===== src/rtl/vc_tagged_pipe_reg_pkg.sv =====
// Shared definitions for the tagged elastic pipeline register.
// A domain tag is one bit, and the low domain is also the scrub value.
package vc_tagged_pipe_reg_pkg;

    localparam logic DOM_L = 1'b0;
    localparam logic DOM_H = 1'b1;

endpackage


===== src/rtl/vc_tagged_stage.sv =====
// One pipeline entry (valid, payload, domain tag).
// An entry that is vacated and not refilled is scrubbed back to the reset payload and the low domain.
module vc_tagged_stage
    import vc_tagged_pipe_reg_pkg::*;
#(
    parameter int                 p_nbits       = 32,
    parameter logic [p_nbits-1:0] p_reset_value = '0
)(
    input  logic               clk,
    input  logic               i_clr,
    input  logic               i_load,
    input  logic               i_unload,
    input  logic [p_nbits-1:0] i_msg,
    input  logic               i_dom,
    output logic               o_val,
    output logic [p_nbits-1:0] o_msg,
    output logic               o_dom
);

    logic               r_val;
    logic [p_nbits-1:0] r_msg;
    logic               r_dom;

    // A refill wins over the scrub, so a stage that passes its item on while taking a new one never shows the scrub value.
    always_ff @(posedge clk) begin
        if (i_clr) begin
            r_val <= 1'b0;
            r_msg <= p_reset_value;
            r_dom <= DOM_L;
        end else if (i_load) begin
            r_val <= 1'b1;
            r_msg <= i_msg;
            r_dom <= i_dom;
        end else if (i_unload) begin
            r_val <= 1'b0;
            r_msg <= p_reset_value;
            r_dom <= DOM_L;
        end
    end

    assign o_val = r_val;
    assign o_msg = r_msg;
    assign o_dom = r_dom;

endmodule


===== src/rtl/vc_tagged_pipe_reg.sv =====
// Elastic multi-stage pipeline register with a per-entry security-domain tag, flush and occupancy count.
// Stage 0 is on the input side and stage p_nstages-1 drives the output.
module vc_tagged_pipe_reg
    import vc_tagged_pipe_reg_pkg::*;
#(
    parameter int                 p_nbits       = 32,
    parameter int                 p_nstages     = 2,
    parameter logic [p_nbits-1:0] p_reset_value = '0,
    parameter int                 p_cnt_nbits   = $clog2(p_nstages+1)
)(
    input  logic                   clk,
    input  logic                   reset,
    input  logic                   flush,
    input  logic                   in_val,
    output logic                   in_rdy,
    input  logic [p_nbits-1:0]     in_msg,
    input  logic                   in_domain,
    output logic                   out_val,
    input  logic                   out_rdy,
    output logic [p_nbits-1:0]     out_msg,
    output logic                   out_domain,
    output logic [p_cnt_nbits-1:0] count
);

    logic                   w_clr;
    logic                   w_in_xfer;
    logic                   w_out_xfer;
    logic [p_nstages-1:0]   w_val;
    logic [p_nstages-1:0]   w_dom;
    logic [p_nstages-1:0]   w_move;
    logic [p_nstages-1:0]   w_load;
    logic [p_nbits-1:0]     w_msg [p_nstages];
    logic [p_cnt_nbits-1:0] r_count;

    assign w_clr = reset | flush;

    // Ready ripples back from the output, so a full pipe still accepts when its head leaves this cycle.
    always_comb begin
        w_move = '0;
        w_move[p_nstages-1] = w_val[p_nstages-1] && out_rdy;
        for (int i = p_nstages - 2; i >= 0; i--) begin
            w_move[i] = w_val[i] && (!w_val[i+1] || w_move[i+1]);
        end
    end

    assign in_rdy     = !w_clr && (!w_val[0] || w_move[0]);
    assign out_val    = !w_clr && w_val[p_nstages-1];
    assign w_in_xfer  = in_val && in_rdy;
    assign w_out_xfer = out_val && out_rdy;

    for (genvar gi = 0; gi < p_nstages; gi++) begin : g_stage
        logic [p_nbits-1:0] w_ld_msg;
        logic               w_ld_dom;

        if (gi == 0) begin : g_head
            assign w_load[gi] = w_in_xfer;
            assign w_ld_msg   = in_msg;
            assign w_ld_dom   = in_domain;
        end else begin : g_link
            assign w_load[gi] = w_move[gi-1];
            assign w_ld_msg   = w_msg[gi-1];
            assign w_ld_dom   = w_dom[gi-1];
        end

        vc_tagged_stage #(
            .p_nbits       (p_nbits),
            .p_reset_value (p_reset_value)
        ) u_stage (
            .clk      (clk),
            .i_clr    (w_clr),
            .i_load   (w_load[gi]),
            .i_unload (w_move[gi]),
            .i_msg    (w_ld_msg),
            .i_dom    (w_ld_dom),
            .o_val    (w_val[gi]),
            .o_msg    (w_msg[gi]),
            .o_dom    (w_dom[gi])
        );
    end

    assign out_msg    = out_val ? w_msg[p_nstages-1] : p_reset_value;
    assign out_domain = out_val ? w_dom[p_nstages-1] : DOM_L;

    // Both transfers are forced low during reset/flush, so the clear branch alone sets the count then.
    always_ff @(posedge clk) begin
        if (w_clr) begin
            r_count <= '0;
        end else if (w_in_xfer && !w_out_xfer) begin
            r_count <= r_count + p_cnt_nbits'(1);
        end else if (w_out_xfer && !w_in_xfer) begin
            r_count <= r_count - p_cnt_nbits'(1);
        end
    end

    assign count = r_count;

    a_ctrl_known: assert property (@(posedge clk) disable iff (reset)
        !$isunknown({in_val, out_rdy, flush}));

endmodule


===== config.mk =====
export PLATFORM = sky130hd
export DESIGN_NAME = vc_tagged_pipe_reg
export DESIGN_NICKNAME = d
export VERILOG_FILES = /design/src/rtl/vc_tagged_pipe_reg_pkg.sv /design/src/rtl/vc_tagged_stage.sv /design/src/rtl/vc_tagged_pipe_reg.sv
export SDC_FILE = /design/constraint.sdc
export NUM_CORES = 1
export LEC_CHECK = 0
export BUFFER_PORTS_ARGS = -buffer_cell sky130_fd_sc_hd__buf_2
export CAP_MARGIN = 20
export CORE_MARGIN = 2
export CORE_UTILIZATION = 41
export DETAILED_ROUTE_END_ITERATION = 7
export GPL_TIMING_DRIVEN = 1
export HOLD_SLACK_MARGIN = 0.15
export PLACE_DENSITY = 0.73
export SYNTH_ARGS = -nofsm -noshare
export SYNTH_HDL_FRONTEND = slang
export SYNTH_SLANG_ARGS = --single-unit

===== constraint.sdc =====
create_clock -name clk -period 4.39 [get_ports clk]
set_input_delay 1.317 -clock clk [delete_from_list [all_inputs] [get_ports clk]]
set_output_delay 1.317 -clock clk [all_outputs]
set_load 0.02 [all_outputs]

Yosys cells after proc, flatten, opt, wreduce, memory -nomap -nowiden. Cells that the tools add are included.

Add/subtract/negate cells: 2. Muxes and demuxes: 14. Bitwise logic cells: 1. Reductions and logical operators: 18.

Operators with widths (number): $mux W32 (5); $logic_and A1 B1 Y1 (8); $mux W1 (7); $reduce_bool A2 Y1 (3); $logic_not A1 Y1 (5); $mux W2 (2); $add A2 B1 Y2 const B (1); $logic_or A1 B1 Y1 (2); $sub A2 B1 Y2 const B (1); $or A1 B1 Y1 (1).

Bits in registers: 70. Input bits: 38. Output and inout bits: 37. Logic and storage cells: 42.

Depth between registers and ports, before layout. Gate-level depths: netlist of the first run.

Depth in word-level cells: 10. Mapped depth: 9. Gate-level depth less buffers: 7.

Hierarchy. Synthesis of the first run repeated with hierarchy kept, for this count alone.

Cell total of the unflattened synthesis: 362. Area total of the unflattened synthesis: 3512.1 um^2.

Modules (own cells, without submodules): vc_tagged_stage (instances 2, cells an instance 152, area an instance 1566.5 um^2, seq. area each 680.7 um^2); vc_tagged_pipe_reg (instances 1, cells an instance 58, area an instance 379.1 um^2, seq. area each 40.0 um^2).

Least setup slack after synthesis of the first run. OpenSTA, ideal clock, no wires.

Kind: input to output. From: input port flush. To: output port out_domain. Arrival time: 2.167 ns. Required time: 3.073 ns. Setup slack: 0.906 ns. Cell stages on the path: 4. Path buffers: 2. Path through: nor2_1 -> buf_2 -> buf_2 -> and3_1.

Longest elaborated chain between the ends: 4.

Ends and longest elaborated chain: start: declaration (line vc_tagged_pipe_reg.sv:13) `input logic flush,`; $or A1 B1 Y1 (line vc_tagged_pipe_reg.sv:35) `assign w_clr = reset | flush;`; $logic_not A1 Y1 (line vc_tagged_pipe_reg.sv:47) `assign out_val = !w_clr && w_val[p_nstages-1];`; $logic_and A1 B1 Y1 (line vc_tagged_pipe_reg.sv:47); $mux W1 (line vc_tagged_pipe_reg.sv:82) `assign out_domain = out_val ? w_dom[p_nstages-1] : DOM_L;`; end: declaration (line vc_tagged_pipe_reg.sv:21) `output logic out_domain,`.

Every way passes these cells.

Worst setup path after layout of the first run.
From: input port flush. To: output port out_msg[31].

Longest elaborated chain between the ends: 4.

Ends and longest elaborated chain: $or A1 B1 Y1 (line vc_tagged_pipe_reg.sv:35); $logic_not A1 Y1 (line vc_tagged_pipe_reg.sv:47); $logic_and A1 B1 Y1 (line vc_tagged_pipe_reg.sv:47); $mux W32 (line vc_tagged_pipe_reg.sv:81) `assign out_msg = out_val ? w_msg[p_nstages-1] : p_reset_value;`; end: declaration (line vc_tagged_pipe_reg.sv:20) `output logic [p_nbits-1:0] out_msg,`.

Every way passes these cells.

==> results of run 1 <==
[through the flow]
| stage | area (sq um) | setup WS (ns) |
|---|---|---|
| CTS | 3900 | 0.847 |
| finish | 3900 | 0.840 |
| global route | 3900 | 0.798 |
| floorplan | 3400 | 0.906 |
| global placement | 3730 | 0.861 |
| detailed placement | 3730 | 0.846 |
[kinds of logic after synthesis]
| family | Yosys count | synth area share |
|---|---|---|
| DFF | 70 | 0.413 |
| adders and majority gates | 1 | 0.00368 |
| and+or+nand+nor | 144 | 0.210 |
| muxes | 1 | 0.00295 |
| xor gates and xnor gates | 2 | 0.00516 |
| buffers and inverters | 42 | 0.0807 |
| AOI/OAI and AO/OA | 70 | 0.285 |
[worst paths after layout]
| path | end | cells after the start | startpoint | slack, ns |
|---|---|---|---|---|
| setup / recovery | out_msg[31] | 5 | flush | 0.84 |
| hold / removal | g_stage[0].u_stage.o_msg[30] | 2 | g_stage[0].u_stage.o_msg[30] | 0.46 |
| setup reg to reg | count[1] | 7 | g_stage[0].u_stage.o_val | 1.86 |
| hold reg to reg | g_stage[0].u_stage.o_msg[30] | 2 | g_stage[0].u_stage.o_msg[30] | 0.46 |
[tightest hold or removal path: stages (launching register included)]
cell	delay, ns
dfxtp_1	0.32
nand2_1	0.05
o31ai_1	0.05
[report_power, final]
group	switching [uW]	internal [uW]
registers	6.49	648
logic	74.2	39.3
clock network	223	215
total	304	903
[registers in the layout (all words and copies together) (netlist names)]
register,flops
count,2
g_stage.u_stage.o_msg,64
g_stage.u_stage.o_val,2
g_stage.u_stage.o_dom,2
[layout make-up]
class                      instances  area [sq um]  share of cell area
sequential                        70          1400               0.359
clock buffer                      11           141              0.0363
timing repair buffer              82           443               0.114
multi-input combinational        218          1750               0.449
inverter                           2          7.51             0.00193
clock inverter                     4          23.8             0.00610
tap                              105           131              0.0337
[cell usage after synthesis (2+ instances only)]
master | instances | area share
o31ai_1 | 3 | 0.0066
dfxtp_1 | 70 | 0.41
a32oi_1 | 33 | 0.085
nand3_1 | 33 | 0.049
buf_2 | 6 | 0.0088
nand2_1 | 34 | 0.038
buf_6 | 6 | 0.020
o31ai_4 | 30 | 0.19
inv_1 | 2 | 0.0022
nor2_1 | 35 | 0.039
clkbuf_1 | 23 | 0.025
a21oi_1 | 3 | 0.0044
xor2_1 | 2 | 0.0052
and3_1 | 33 | 0.061
buf_12 | 3 | 0.018
and2_1 | 3 | 0.0055
[routing by layer]
layer	part of all wire	wire, um
met2	0.48	3890
met5	0	0
met3	0.042	339
met1	0.47	3760
met4	0.010	82
==> flow_summary.yaml, run 1 <==
floorplan:
  die_w_um: 95.0
  die_h_um: 95.0
  dieArea_sq_um: 9030
  num_rows: 33
  initial_core_util: 0.418
  core_sq_um: 8130
  ios: 75
clocking:
  cts-root-buf: "clkbuf_8"
  clockBufferDepth: 2
  cts_sinks: 70
  clk_latency_ns: 0.33
  cts_resized: 0
  cts_made_buffers: 9
  cts_max_level: 3
  cts_setup_buffers: 0
  cts_tree: "built"
  clkTransAtPathRegs_ns: 0.07
  ctsHoldBuffers: 0
timing:
  final-hold-violation-count: 0
  fin_crit_ns: 3.55
  whs_ns: 0.463
  rsz0062_at_grt: "false"
  drv_slew: 0
  tightestPinTransition_ns: 1.03
  clock_skew_ns: 0.00769
  timing.slew.headroom: 0.299
  post-route-period-util: 0.809
  max_freq_mhz: 282
  fin_setup_tns_ns: 0
  setup_violations: 0
routing:
  dr.pass1.iters: 4
  via_count: 2694
  vias_per_cell: 5.48
  routed_wl_mm: 8.07
  drt-wirelength-per-cell_um: 16.4
  drc: 0
  antenna_left: 0
  drt_iter0_markers: 143
power_and_ir_drop:
  peakVddDrop_uv: 140
  powerDensity_nw_per_um2: 310
  p_leak_uw: 0.00164
  finalPower_uw: 1210
critical_path:
  path_cells: "buf_2 -> nor2_4 -> buf_12 -> and3_1 -> buf_2"
  worst_path_dominant_cell_family: "buffers and inverters"
  crit_buf_inv: 3
  crit_arrival_ns: 2.23
  criticalPathCategory: "input port to output pin"
  crit_fanout: 58
  max_stage_delay_ns: 0.24
  critPathLaunchType: "input port"
  critPathRequiredTime_ns: 3.07
  critical-path-slowest-cell: "buf_12"
  cp_common_cell: "buf_2"
  endpoint_kind: "output pin"
yosys:
  ys.flop_type: "dfxtp_1"
  synthArstFlopShare: 0
  netlist_area_sq_um: 3400
  ys_seq_elements: 70
  yosysWarnings: 0
  ys_seq_area_frac: 0.413
  synth_edf_count: 0
  syn_inst: 330
  synth_area_per_cell_sq_um: 10.3
  synth_cell_types: 27
  synthesis.nets: 369
grt:
  grt_max_degree: 59
  grtUsageMet3: 0.0372
  grt_busiest_layer: "met2"
  grt_pass1_vias: 2722
  grt_pass1_wl_mm: 13.2
  met1_usage: 0.240
  use_met2: 0.317
  grt_usage: 0.187
  overflow: 0
  antenna_found_initial: 0
placement:
  placed_cells: 477
  port_buffers: 74
  hpwl_mm: 4.82
  place_congestion: 0.722
worst_hold_path:
  hold_path_class: "flop to flop"
final_layout:
  post-route-util: 0.479
  drive_above_1_share: 0.346
  fillCellCount: 787
  finalNonFillerCells: 492
  area_delta_synth_final_pct: 14.8
  nNetsFinal: 422
  final_common_cell: "buf_2"
  most-common-layout-cells: "buf_2 (74), dfxtp_1 (70), nand2_1 (34), nor2_1 (34)"
  antenna_cells: 0
run_status:
  status: "finished, final reports clean"
run:
  drv_cap: 0
Power figures use the tool's default switching activity.
==> inputs of run 2 (changes only) <==
--- a/config.mk
+++ b/config.mk
@@ -5,6 +5,7 @@
 export SDC_FILE = /design/constraint.sdc
 export NUM_CORES = 1
 export LEC_CHECK = 0
+export ABC_AREA = 1
 export BUFFER_PORTS_ARGS = -buffer_cell sky130_fd_sc_hd__buf_2
 export CAP_MARGIN = 20
 export CORE_MARGIN = 2
@@ -12,7 +13,7 @@
 export DETAILED_ROUTE_END_ITERATION = 7
 export GPL_TIMING_DRIVEN = 1
 export HOLD_SLACK_MARGIN = 0.15
-export PLACE_DENSITY = 0.73
+export PLACE_DENSITY = 0.74
 export SYNTH_ARGS = -nofsm -noshare
 export SYNTH_HDL_FRONTEND = slang
 export SYNTH_SLANG_ARGS = --single-unit
==> constraint.sdc (replaced) <==
create_clock -name clk -period 3.65 [get_ports clk]
set_input_delay 1.095 -clock clk [delete_from_list [all_inputs] [get_ports clk]]
set_output_delay 1.095 -clock clk [all_outputs]
set_load 0.02 [all_outputs]
==> flow_summary.yaml, run 2 <==
clocking:
  clk_latency_ns: 0.34
  cts_sinks: 70
  clkTransAtPathRegs_ns: 0.07
  cts_max_level: 3
  cts_tree: "built"
  ctsHoldBuffers: 0
  cts_resized: 0
  cts_setup_buffers: 0
  cts-root-buf: "clkbuf_8"
  clockBufferDepth: 2
  cts_made_buffers: 9
timing:
  clock_skew_ns: 0.00532
  whs_ns: 0.462
  setup_violations: 0
  tightestPinTransition_ns: 0.693
  max_freq_mhz: 313
  fin_crit_ns: 3.19
  drv_slew: 0
  timing.slew.headroom: 0.538
  post-route-period-util: 0.875
  rsz0062_at_grt: "false"
  final-hold-violation-count: 0
  fin_setup_tns_ns: 0
final_layout:
  antenna_cells: 0
  final_common_cell: "buf_2"
  most-common-layout-cells: "buf_2 (74), nand2_1 (70), a21oi_1 (70), dfxtp_1 (70), inv_1 (39)"
  area_delta_synth_final_pct: 18.8
  drive_above_1_share: 0.246
  largest_reg_flops: 64
  nNetsFinal: 493
  design_area_sq_um: 3570
  fillCellCount: 741
yosys:
  synthesis.nets: 435
  synth_commonest_cells: "a21oi_1 (70), dfxtp_1 (70), nand2_1 (70), inv_1 (39), nor2_1 (36)"
  netlist_area_sq_um: 3010
  synth.area.top_cells: "dfxtp_1 (47%), a21oi_1 (12%), nand2_1 (8.7%)"
  syn_inst: 396
  ys.flop_type: "dfxtp_1"
  ys_seq_elements: 70
  synth_area_per_cell_sq_um: 7.59
  ys_seq_area_frac: 0.466
  yosysTopAreaCell: "dfxtp_1"
  synth_cell_types: 20
  synthArstFlopShare: 0
  yosysWarnings: 0
  synth_top_area_share: 0.466
  synth_edf_count: 0
grt:
  antenna_found_initial: 0
  grt_pass1_wl_mm: 11.5
  grt_pass1_vias: 2431
  grt_usage: 0.186
  grt_max_degree: 69
  overflow: 0
critical_path:
  criticalPathCategory: "input port to output pin"
  critPathLaunchType: "input port"
  r2r_start: "g_stage[1].u_stage.o_val"
  critical-path-slowest-cell: "inv_2"
  path_cells: "buf_2 -> nor2_4 -> inv_2 -> nor2_2 -> inv_2 -> nor2_1 -> buf_2"
  crit_arrival_ns: 2.10
  crit_fanout: 33
  ff2ff_path_depth: 10
  r2r_slack_ns: 1.45
  critPathRequiredTime_ns: 2.55
  endpoint_kind: "output pin"
  max_stage_delay_ns: 0.25
  reg2reg_to: "count[1]"
power_and_ir_drop:
  powerDensity_nw_per_um2: 427
  peakVddDrop_uv: 179
  p_leak_uw: 0.00125
  finalPower_uw: 1520
floorplan:
  die_h_um: 89.6
  ios: 75
  num_rows: 31
  die_w_um: 89.6
  dieArea_sq_um: 8030
  core_sq_um: 7180
  initial_core_util: 0.419
worst_hold_path:
  hold_path_class: "flop to flop"
  holdPathStages: 2
  hold_path_end: "g_stage[1].u_stage.o_msg[30]"
  worstHoldStart: "g_stage[0].u_stage.o_msg[30]"
run_status:
  status: "finished, final reports clean"
routing:
  routed_wl_mm: 7.19
  vias_per_cell: 4.99
  drt_iter0_markers: 137
  drc: 0
  drt-wirelength-per-cell_um: 12.9
  antenna_left: 0
  via_count: 2783
  dr.pass1.iters: 4
placement:
  place_area_sq_um: 3350
  place_congestion: 0.749
  hpwl_mm: 4.43
  port_buffers: 74
run:
  drv_cap: 0
[run 2: worst max path at each step]
stage,startpoint,to,slack (ns),cells past startpoint
2_1_floorplan,flush,out_msg[10],0.43,6
3_3_place_gp,flush,out_msg[26],0.47,7
3_5_place_dp,flush,out_msg[26],0.44,7
4_1_cts,flush,out_msg[26],0.45,7
5_1_grt,flush,out_msg[22],0.34,7
6_report,flush,out_domain,0.46,7
[run 2: layer usage]
layer  global-route usage  share of wire
met1                0.248           0.46
met2                0.285           0.47
met3               0.0530          0.053
met4               0.0733          0.013
met5                    0              0
[run 2: critical path, delay by kind of cell]
family / cells / cell delay (ns)
AND/OR/NAND/NOR: 3 / 0.41
buffers and inverters: 4 / 0.59
[run 2: layout make-up]
class	instances	area (sq um)	area share
sequential	70	1400	0.392
multi-input combinational	251	1250	0.351
clock inverter	2	37.5	0.0105
tap	99	124	0.0347
inverter	42	158	0.0441
timing repair buffer	80	415	0.116
clock buffer	14	183	0.0512
[run 2: kinds of logic after synthesis]
group | Yosys count | synth area share
simple gates | 177 | 0.287
fa+ha+maj | 1 | 0.00416
buf+inv | 75 | 0.119
flops | 70 | 0.466
compound gates | 73 | 0.123
[run 2: report_power, final]
part	leakage (uW)	internal [uW]	switching, uW
Sequential	0.000565	769	3.32
Combinational	0.000572	28.0	54.3
Clock	0.000109	391	278
Total	0.00125	1190	336
[run 2: per-stage QoR]
stage               setup WS, ns  std cells  utilization
floorplan                  0.431        396            -
global placement           0.474        542        0.467
detailed placement         0.445        542        0.467
CTS                        0.445        558        0.498
global route               0.342        558        0.498
finish                     0.455        558        0.498
==> inputs of run 3 (changes only) <==
--- a/config.mk
+++ b/config.mk
@@ -8,12 +8,14 @@
 export ABC_AREA = 1
 export BUFFER_PORTS_ARGS = -buffer_cell sky130_fd_sc_hd__buf_2
 export CAP_MARGIN = 20
+export CELL_PAD_IN_SITES_DETAIL_PLACEMENT = 0
+export CELL_PAD_IN_SITES_GLOBAL_PLACEMENT = 1
 export CORE_MARGIN = 2
-export CORE_UTILIZATION = 41
+export CORE_UTILIZATION = 38
 export DETAILED_ROUTE_END_ITERATION = 7
 export GPL_TIMING_DRIVEN = 1
 export HOLD_SLACK_MARGIN = 0.15
-export PLACE_DENSITY = 0.74
+export PLACE_DENSITY = 0.84
 export SYNTH_ARGS = -nofsm -noshare
 export SYNTH_HDL_FRONTEND = slang
 export SYNTH_SLANG_ARGS = --single-unit
==> flow_summary.yaml, run 3 (synthesized netlist as in run 2, its figures left out) <==
critical_path:
  critPathRequiredTime_ns: 2.55
  worst_path_dominant_cell_family: "buffers and inverters"
  path_cells: "buf_2 -> nor2_4 -> inv_2 -> nor2_2 -> inv_2 -> nor2_1 -> buf_2"
  endpoint_kind: "output pin"
  crit_fanout: 33
  crit_buf_inv: 4
  critical-path-slowest-cell: "inv_2"
  r2r_start: "g_stage[1].u_stage.o_val"
  ff2ff_path_depth: 10
  crit_arrival_ns: 2.09
  critPathLaunchType: "input port"
  timing.critical_path.from: "flush"
  max_stage_delay_ns: 0.24
  crit_cells: 7
  criticalPathCategory: "input port to output pin"
clocking:
  cts-root-buf: "clkbuf_8"
  clk_latency_ns: 0.34
  cts_sinks: 70
  cts_setup_buffers: 0
  cts_tree: "built"
  cts_made_buffers: 9
  cts_resized: 0
  clockBufferDepth: 2
  clkTransAtPathRegs_ns: 0.06
  cts_max_level: 3
  ctsHoldBuffers: 0
timing:
  drv_slew: 0
  rsz0062_at_grt: "false"
  fin_crit_ns: 3.18
  final-hold-violation-count: 0
  post-route-period-util: 0.872
  fin_setup_tns_ns: 0
  clock_skew_ns: 0.00529
  timing.slew.headroom: 0.543
  max_freq_mhz: 314
  setup_violations: 0
  tightestPinTransition_ns: 0.685
grt:
  grt_max_degree: 69
  use_met2: 0.278
  grtUsageMet3: 0.0391
  grt_pass1_wl_mm: 11.7
  grt_pass1_vias: 2594
  grt_busiest_layer: "met2"
  antenna_found_initial: 0
  overflow: 0
  met1_usage: 0.215
  grt_usage: 0.170
final_layout:
  most-common-layout-cells: "buf_2 (74), nand2_1 (70), a21oi_1 (70), dfxtp_1 (70), inv_1 (39)"
  design_area_sq_um: 3540
  antenna_cells: 0
  drive_above_1_share: 0.245
  final_common_cell: "buf_2"
  nNetsFinal: 493
  area_delta_synth_final_pct: 17.9
  largest_reg_flops: 64
  fillCellCount: 840
placement:
  place_area_sq_um: 3350
  place_congestion: 0.769
  port_buffers: 74
  hpwl_mm: 4.56
power_and_ir_drop:
  intPower_uw: 1130
  powerDensity_nw_per_um2: 410
  power_frac_seq: 0.532
  p_leak_uw: 0.00123
  swShare: 0.226
  peakVddDrop_uv: 208
  switchingPower_uw: 328
  power_frac_comb: 0.056
  power.share.clock: 0.412
run_status:
  status: "finished, final reports clean"
worst_hold_path:
  hold_path_class: "flop to flop"
  holdPathStages: 2
  worstHoldStart: "g_stage[0].u_stage.o_msg[31]"
routing:
  drt_iter0_markers: 126
  drc: 0
  dr.pass1.iters: 4
  antenna_left: 0
  vias_per_cell: 4.87
  drt-wirelength-per-cell_um: 12.5
  via_count: 2726
  routed_wl_mm: 7.03
floorplan:
  dieArea_sq_um: 8640
  ios: 75
  initial_core_util: 0.391
  die_h_um: 92.9
  core_sq_um: 7690
  die_w_um: 92.9
  num_rows: 32
run:
  drv_cap: 0
==> run 3: changes by cell type in the layout (fill, tap and decap cells not counted), sizes merged <==
cell	previous run	this run
clkbuf	14	11
clkinv	0	2
==> run 3: power groups by stage <==
| stage | registers [uW] | clock network, uW | logic (uW) |
|---|---|---|---|
| CTS | 773 | 613 | 82.6 |
| finish | 773 | 599 | 81.7 |
| floorplan | 790 | 0 | 51.9 |
| global placement | 790 | 0 | 82.5 |
| global route | 773 | 645 | 90.9 |
| detailed placement | 790 | 0 | 82.1 |
==> run 3: cell type report <==
type / count / area [sq um] / share of cell area
Sequential cell: 70 / 1400 / 0.395
Multi-Input combinational cell: 251 / 1250 / 0.353
Inverter: 42 / 158 / 0.0445
Clock inverter: 4 / 47.5 / 0.0134
Clock buffer: 11 / 141 / 0.0399
Timing Repair Buffer: 80 / 415 / 0.117
Tap cell: 102 / 128 / 0.0360
==> run 3: path summary, 6_finish.rpt <==
check             slack, ns                      endpoint
setup / recovery       0.47                    out_msg[6]
hold / removal         0.46  g_stage[1].u_stage.o_msg[31]
setup reg to reg       1.42                      count[1]
hold reg to reg        0.46  g_stage[1].u_stage.o_msg[31]
==> run 3: per-stage QoR <==
step | cells | total power [uW] | utilization | hold WS, ns | worst slack [ns]
3_3_place_gp | 545 | 872 | 0.436 | 0.448 | 0.473
3_5_place_dp | 545 | 872 | 0.436 | 0.454 | 0.432
2_1_floorplan | 396 | 842 | - | 0.440 | 0.431
6_report | 560 | 1450 | 0.461 | 0.460 | 0.468
5_1_grt | 560 | 1510 | 0.461 | 0.483 | 0.314
4_1_cts | 560 | 1470 | 0.461 | 0.463 | 0.428
==> run 3: routing by layer <==
| layer | part of all wire | wire, um |
|---|---|---|
| met2 | 0.48 | 3360 |
| met5 | 0 | 0 |
| met4 | 0.013 | 92 |
| met1 | 0.45 | 3190 |
| met3 | 0.054 | 378 |
==> run 3: worst register-to-register path: stages (launching register included) <==
cell,delay [ns]
dfxtp_1,0.37
nand3_4,0.16
buf_4,0.32
nand3_4,0.46
inv_1,0.18
ha_1,0.27
a21oi_1,0.11
o21ai_0,0.11
nand2_1,0.07
nand2_1,0.04
nor2_1,0.08
